**src/rtl/instr_fetch.sv**
```systemverilog
// Instruction fetch stage: owns the PC, requests instruction memory, and holds a
// 2-entry in-order prefetch queue. Optional FETCH_PERF_EN adds stall/flush counters.
module instr_fetch #(
    parameter int              PC_W     = 16,
    parameter int              INSTR_W  = 16,
    parameter logic [PC_W-1:0] RESET_PC = '0
) (
    input  logic               clk,
    input  logic               rst_n,
    output logic               imem_req,
    output logic [PC_W-1:0]    imem_addr,
    input  logic               imem_ack,
    input  logic [INSTR_W-1:0] imem_rdata,
    output logic               instr_valid,
    input  logic               instr_ready,
    output logic [INSTR_W-1:0] instr,
    output logic [3:0]         opcode,
    output logic [PC_W-1:0]    instr_pc,
    input  logic               jump,
    input  logic               beq,
    input  logic               bne,
    input  logic               zero,
    input  logic [PC_W-1:0]    target_pc
`ifdef FETCH_PERF_EN
    ,
    output logic [15:0]        stall_cnt,
    output logic [15:0]        flush_cnt
`endif
);

    typedef enum logic [1:0] {
        BOOT,
        FETCH,
        FLUSH
    } state_t;

    state_t             r_state;
    logic [PC_W-1:0]    r_pc;
    logic [1:0]         r_count;
    logic               r_head;
    logic [INSTR_W-1:0] r_q_instr [2];
    logic [PC_W-1:0]    r_q_pc    [2];

    logic w_taken;
    logic w_redirect;
    logic w_push;
    logic w_pop;
    logic w_wr_idx;

    assign w_taken    = jump | (beq & zero) | (bne & ~zero);
    assign w_redirect = w_taken && (r_state != BOOT);
    assign w_push     = imem_req & imem_ack;
    assign w_pop      = instr_valid & instr_ready;
    assign w_wr_idx   = r_head ^ r_count[0];

    // Both handshake qualifiers decode only registered state, so neither ack nor
    // ready can reach req/valid combinationally.
    assign imem_req    = (r_state == FETCH) && (r_count != 2'd2);
    assign imem_addr   = r_pc;
    assign instr_valid = (r_count != 2'd0) && (r_state != FLUSH);
    assign instr       = r_q_instr[r_head];
    assign opcode      = instr[INSTR_W-1 -: 4];
    assign instr_pc    = r_q_pc[r_head];

    always_ff @(posedge clk or negedge rst_n) begin
        if (!rst_n) begin
            r_state <= BOOT;
            r_pc    <= RESET_PC;
            r_count <= 2'd0;
            r_head  <= 1'b0;
            // NOTE: the queue storage is reset because the head drives instr/instr_pc,
            // which must read zero out of reset; it is only two entries.
            for (int i = 0; i < 2; i++) begin
                r_q_instr[i] <= '0;
                r_q_pc[i]    <= '0;
            end
        end else if (w_redirect) begin
            // Redirect wins over any same-cycle ack data or pop.
            r_state <= FLUSH;
            r_pc    <= target_pc;
            r_count <= 2'd0;
        end else begin
            // NOTE: non-blocking everywhere here, so every term above sees pre-edge values.
            r_state <= FETCH;
            if (w_push) begin
                r_q_instr[w_wr_idx] <= imem_rdata;
                r_q_pc[w_wr_idx]    <= r_pc;
                r_pc                <= r_pc + PC_W'(2);
            end
            if (w_pop) begin
                r_head <= ~r_head;
            end
            r_count <= r_count + {1'b0, w_push} - {1'b0, w_pop};
        end
    end

`ifdef FETCH_PERF_EN
    logic [15:0] r_stall_cnt;
    logic [15:0] r_flush_cnt;

    always_ff @(posedge clk or negedge rst_n) begin
        if (!rst_n) begin
            r_stall_cnt <= '0;
            r_flush_cnt <= '0;
        end else begin
            if (imem_req && !imem_ack && (r_stall_cnt != 16'hFFFF)) begin
                r_stall_cnt <= r_stall_cnt + 16'd1;
            end
            if (w_redirect && (r_flush_cnt != 16'hFFFF)) begin
                r_flush_cnt <= r_flush_cnt + 16'd1;
            end
        end
    end

    assign stall_cnt = r_stall_cnt;
    assign flush_cnt = r_flush_cnt;
`endif

endmodule

```
**config.mk**
```make
export PLATFORM = sky130hd
export DESIGN_NAME = instr_fetch
export DESIGN_NICKNAME = d
export VERILOG_FILES = /design/src/rtl/instr_fetch.sv
export SDC_FILE = /design/constraint.sdc
export NUM_CORES = 1
export LEC_CHECK = 0
export ABC_CLOCK_PERIOD_IN_PS = 2400
export CAP_MARGIN = 30
export CORE_ASPECT_RATIO = 1.25
export CORE_UTILIZATION = 50
export DETAILED_ROUTE_END_ITERATION = 16
export HOLD_SLACK_MARGIN = 0.03
export PLACE_DENSITY = 0.8
export SLEW_MARGIN = 10
export SYNTH_ARGS = -nofsm -noshare
export SYNTH_HDL_FRONTEND = slang
export SYNTH_SLANG_ARGS = --single-unit
```
**constraint.sdc**
```tcl
create_clock -name clk -period 2.4 [get_ports clk]
set_clock_uncertainty 0.15 [all_clocks]
set_input_delay 0.48 -clock clk [delete_from_list [all_inputs] [get_ports clk]]
set_output_delay 0.48 -clock clk [all_outputs]
set_load 0.03 [all_outputs]
```
After elaboration in Yosys (flattened, before gate mapping)

Cells that the tools add are included.

Register bits after elaboration: 85
Input bits: 40
Output and inout port bits: 54
Word-level logic and storage cells: 52

$add $sub $neg: 3
Order comparisons: 3
Eq/ne operators: 3
Multiplexer cells: 14
Bitwise gates (word level): 12
Reductions and logical operators: 9

Operators by type and width:

| cell                                                                          | number |
|---|---|
| 16-bit two-way mux                                                            | 9 |
| 32-bit bitwise mux                                                            | 2 |
| 16-bit by 2-bit adder with 16-bit output (second input constant)              | 1 |
| 16-bit demux with 1-bit select                                                | 1 |
| 2-bit nonzero test                                                            | 3 |
| 1-bit bitwise AND                                                             | 4 |
| 2-bit greater-or-equal comparator (second input constant)                     | 2 |
| 1-bit logical AND                                                             | 4 |
| 2-bit two-way mux                                                             | 2 |
| 2-bit != test (second input constant)                                         | 2 |
| 1-bit NOT with 2-bit output                                                   | 2 |
| 2-bit AND reduction                                                           | 2 |
| 1-bit NOT                                                                     | 3 |
| 2-bit by 1-bit adder with 2-bit output                                        | 1 |
| 2-bit by 1-bit == test with 1-bit output (second input constant)              | 1 |
| 2-bit by 1-bit less-than comparator with 1-bit output (second input constant) | 1 |
| 1-bit OR                                                                      | 2 |
| 2-bit by 1-bit subtractor with 2-bit output                                   | 1 |
| 1-bit XOR                                                                     | 1 |

Depth between registers and ports, before layout

Depth after elaboration: 7
Depth in mapped cells: 8
Depth with buffers taken out: 8

Worst setup path before layout

No wires, ideal clock.

Path kind: flip-flop to output port
Start point: register r_head
End point: output port opcode[0]
Arrival time: 1.557 ns
Data required time: 1.770 ns
Setup slack: 0.213 ns
Stages on the path, launching flop included: 5
Path buffers: 3
Cells stage by stage: dfrtp_1 -> clkbuf_1 -> buf_1 -> mux2_2 -> buf_4

Cells in the longest elaborated chain, start to end: 4

RTL lines:

| item                                                   | RTL line | RTL |
|---|---|---|
| start: declaration                                     | 40       | `logic r_head;` |
| start signal: assignment                               | 91       | `r_head <= ~r_head;` |
| 1-bit NOT with 2-bit output (not written as such)      | 61       | `assign instr = r_q_instr[r_head];` |
| 16-bit two-way mux (not written as such) (3 in series) | 61       |  |
| end: declaration                                       | 17       | `output logic [3:0] opcode,` |

Every way passes these cells. The select of a mux whose other input is x is not followed.

Worst setup path after layout

Start point: register r_head
End point: output port instr_pc[15]

Cells in the longest elaborated chain, start to end: 4

RTL lines:

| item                                                   | RTL line | RTL |
|---|---|---|
| 1-bit NOT with 2-bit output (not written as such)      | 63       | `assign instr_pc = r_q_pc[r_head];` |
| 16-bit two-way mux (not written as such) (3 in series) | 63       |  |
| end: declaration                                       | 18       | `output logic [PC_W-1:0] instr_pc,` |

Every way passes these cells. The select of a mux whose other input is x is not followed.

==> results.sh <==
export IMPL_outcome="finished clean"
export IMPL_drtIter0Drc=148
export IMPL_p_leak_nw=2.38
export IMPL_cts_htree_levels=3
export IMPL_gr_total_overflow=0
export IMPL_min_path_type="flop to flop"
export IMPL_chipHeight_um=102
export IMPL_powerDensity_nw_per_um2=1270
export IMPL_dpl_cell_count=491
export IMPL_syn_inst=304
export IMPL_setup_tns_ns=0
export IMPL_slew_viol_final=0
export IMPL_port_buffers=93
export IMPL_worstSetupStartpointType="flop"
export IMPL_grt_pass1_vias=2799
export IMPL_report_final_hold_viol_count=0
export IMPL_grt_pass1_wl_mm=13.4
export IMPL_postRouteAntennaNets=0
export IMPL_start_util=0.514
export IMPL_ys_seq_area_frac=0.531
export IMPL_slew_headroom=0.685
export IMPL_rsz0062_at_grt="false"
export IMPL_rrSetupSlack_ns=0.28
export IMPL_dp_worst_setup_slack_ns=-0.238
export IMPL_required_ns=1.77
export IMPL_cts_tree="built"
export IMPL_design_area_sq_um=5280
export IMPL_async_reset_ff_frac=1.00
export IMPL_synth_top_area_frac=0.531
export IMPL_boundaryPins=94
export IMPL_fin_nets=451
export IMPL_synth_area_top_cells="dfrtp_1, mux2_2, a31oi_1"
export IMPL_dieArea_sq_um=8370
export IMPL_syn_cell_area_sq_um=4000
export IMPL_track_usage=0.216
export IMPL_antenna_found_initial=0
export IMPL_num_vias=2805
export IMPL_clk_latency_ns=0.35
export IMPL_cp_data_arrival_time_ns=1.68
export IMPL_clkSinkCount=85
export IMPL_chipWidth_um=82.0
export IMPL_maxCapViolCount=0
export IMPL_layout_setup_ws_ns=0.0909
export IMPL_dp_hpwl_mm=5.93
export IMPL_coreArea_sq_um=7790
export IMPL_fill_cells=584
export IMPL_ys_seq_elements=85
export IMPL_antenna_cells=0
export IMPL_end_kind="output pin"
export IMPL_cts_buffers=9
export IMPL_finalSetupViolations=0
export IMPL_fin_total_pwr_mw=6.73
export IMPL_ys_warn_count=0
export IMPL_place_congestion=0.769
export IMPL_max_freq_mhz=433
export IMPL_fin_crit_ns=2.31
export IMPL_yosysUniqueCellTypes=33
export IMPL_drtPass1Iterations=4
export IMPL_vias_per_cell=5.52
export IMPL_placementRows=36
export IMPL_synth_top_area_cell="dfrtp_1"
export IMPL_timing_hold_ws_ns=0.336
export IMPL_final_layout_size_suffix_gt1_frac=0.334
export IMPL_finish_utilization=0.678
export IMPL_avgSynthCellArea_sq_um=13.2
export IMPL_cts_clk_slew_worst_paths_ns=0.08
export IMPL_post_route_period_util=0.962
export IMPL_grt_max_degree=38
export IMPL_dpl_cell_area_sq_um=5100
export IMPL_synth_edff_count=0
export IMPL_syn_num_nets=347
export IMPL_wl_mm=8.39
export IMPL_critical_path_class="flop to output pin"
export IMPL_path_max_fanout=9
export IMPL_cts_root_buf="clkbuf_8"
export IMPL_synth_flop_cell="dfrtp_1"
export IMPL_drc=0
export IMPL_wire_per_inst_um=16.5
export IMPL_worst_pin_slew_ns=0.473
export IMPL_ir_worst_vdd_v=0.000709
export IMPL_areaGrowthSynthToFinish_pct=31.9
export IMPL_clock_path_buffers=2
export IMPL_final_cell_count_no_fill=508
## synthesized netlist by cell type (2+ instances only)
cell type / instances
buf_4: 7
or4_1: 8
xor2_1: 5
nand4_1: 5
and3_1: 4
nand2_1: 12
and2_1: 2
nand3_1: 5
nand3_2: 2
ha_1: 3
inv_1: 4
clkbuf_1: 8
o21ai_0: 7
o31ai_1: 8
buf_1: 2
xnor2_1: 3
nor2_1: 12
buf_6: 3
mux2_1: 2
or3_1: 2
a31oi_1: 10
dfrtp_1: 85
mux2_2: 95
## final timing paths
kind	cells after the start	end	from
max	3	instr_pc[15]	r_head
min	1	r_q_pc[15]	r_q_pc[15]
max reg2reg	9	r_count[1]	r_state[1]
min reg2reg	1	r_q_pc[15]	r_q_pc[15]
max in group asynchronous	3	r_q_instr[17]	rst_n
min in group asynchronous	2	r_q_instr[10]	rst_n
## flip-flops by register name, summed over array words and instances (netlist names)
| signal | flops |
|---|---|
| r_count | 2 |
| r_state | 2 |
| imem_addr | 16 |
| r_q_pc | 32 |
| r_q_instr | 32 |
| r_head | 1 |
## critical path: stages, from the launching register on
cell	delay, ns
dfrtp_1	0.41
buf_4	0.21
mux2_2	0.36
dlygate4sd2_1	0.35
## layer usage
layer,track usage,vias up,share of wire
li1,-,1310,-
met1,0.267,1397,0.41
met2,0.369,87,0.52
met3,0.0411,11,0.045
met4,0.0877,0,0.019
met5,0,-,0
## layout by cell type (no fill, tap or decap), drive strengths merged, types with 2 or more instances in the layout
master,n
mux2,97
dfrtp,85
clkdlybuf4s50,55
dlygate4sd2,35
buf,22
clkbuf,13
nor2,12
nand2,12
a31oi,10
o31ai,8
or4,8
o21ai,7
nand3,7
xor2,5
nand4,5
inv,5
and3,4
xnor2,3
ha,3
and2,2
or3,2
## power by group
| group | switching (mW) | internal, mW |
|---|---|---|
| Combinational | 1.78 | 1.50 |
| Clock | 0.484 | 0.565 |
| Sequential | 0.389 | 2.02 |
| Total | 2.65 | 4.08 |
## logic make-up (layout without fill, tap and decap cells)
family	count (synthesis)	count (layout)	synth area share
AOI/OAI and AO/OA	28	28	0.0475
and+or+nand+nor	57	57	0.0834
adders and majority gates	3	3	0.00938
muxes	98	98	0.275
DFF	85	85	0.531
buffers and inverters	25	134	0.0356
xor gates and xnor gates	8	8	0.0175
## repair_timing
action                                 4_1_cts  5_1_grt
setup endpoints to repair                   35        0
hold buffers                                 1        0
setup buffers                                0        0
resized for setup                           35        0
endpoints found under the hold margin       35        0
## cell type report
class	instances	area, sq um	share of cell area
Sequential cell	85	2130	0.403
Multi-Input combinational cell	194	1730	0.328
Timing Repair Buffer	113	1070	0.203
Clock buffer	13	169	0.0320
Tap cell	95	119	0.0225
Clock inverter	3	42.5	0.00806
Inverter	5	18.8	0.00355
Note: power is estimated with default switching activity, not from simulation.
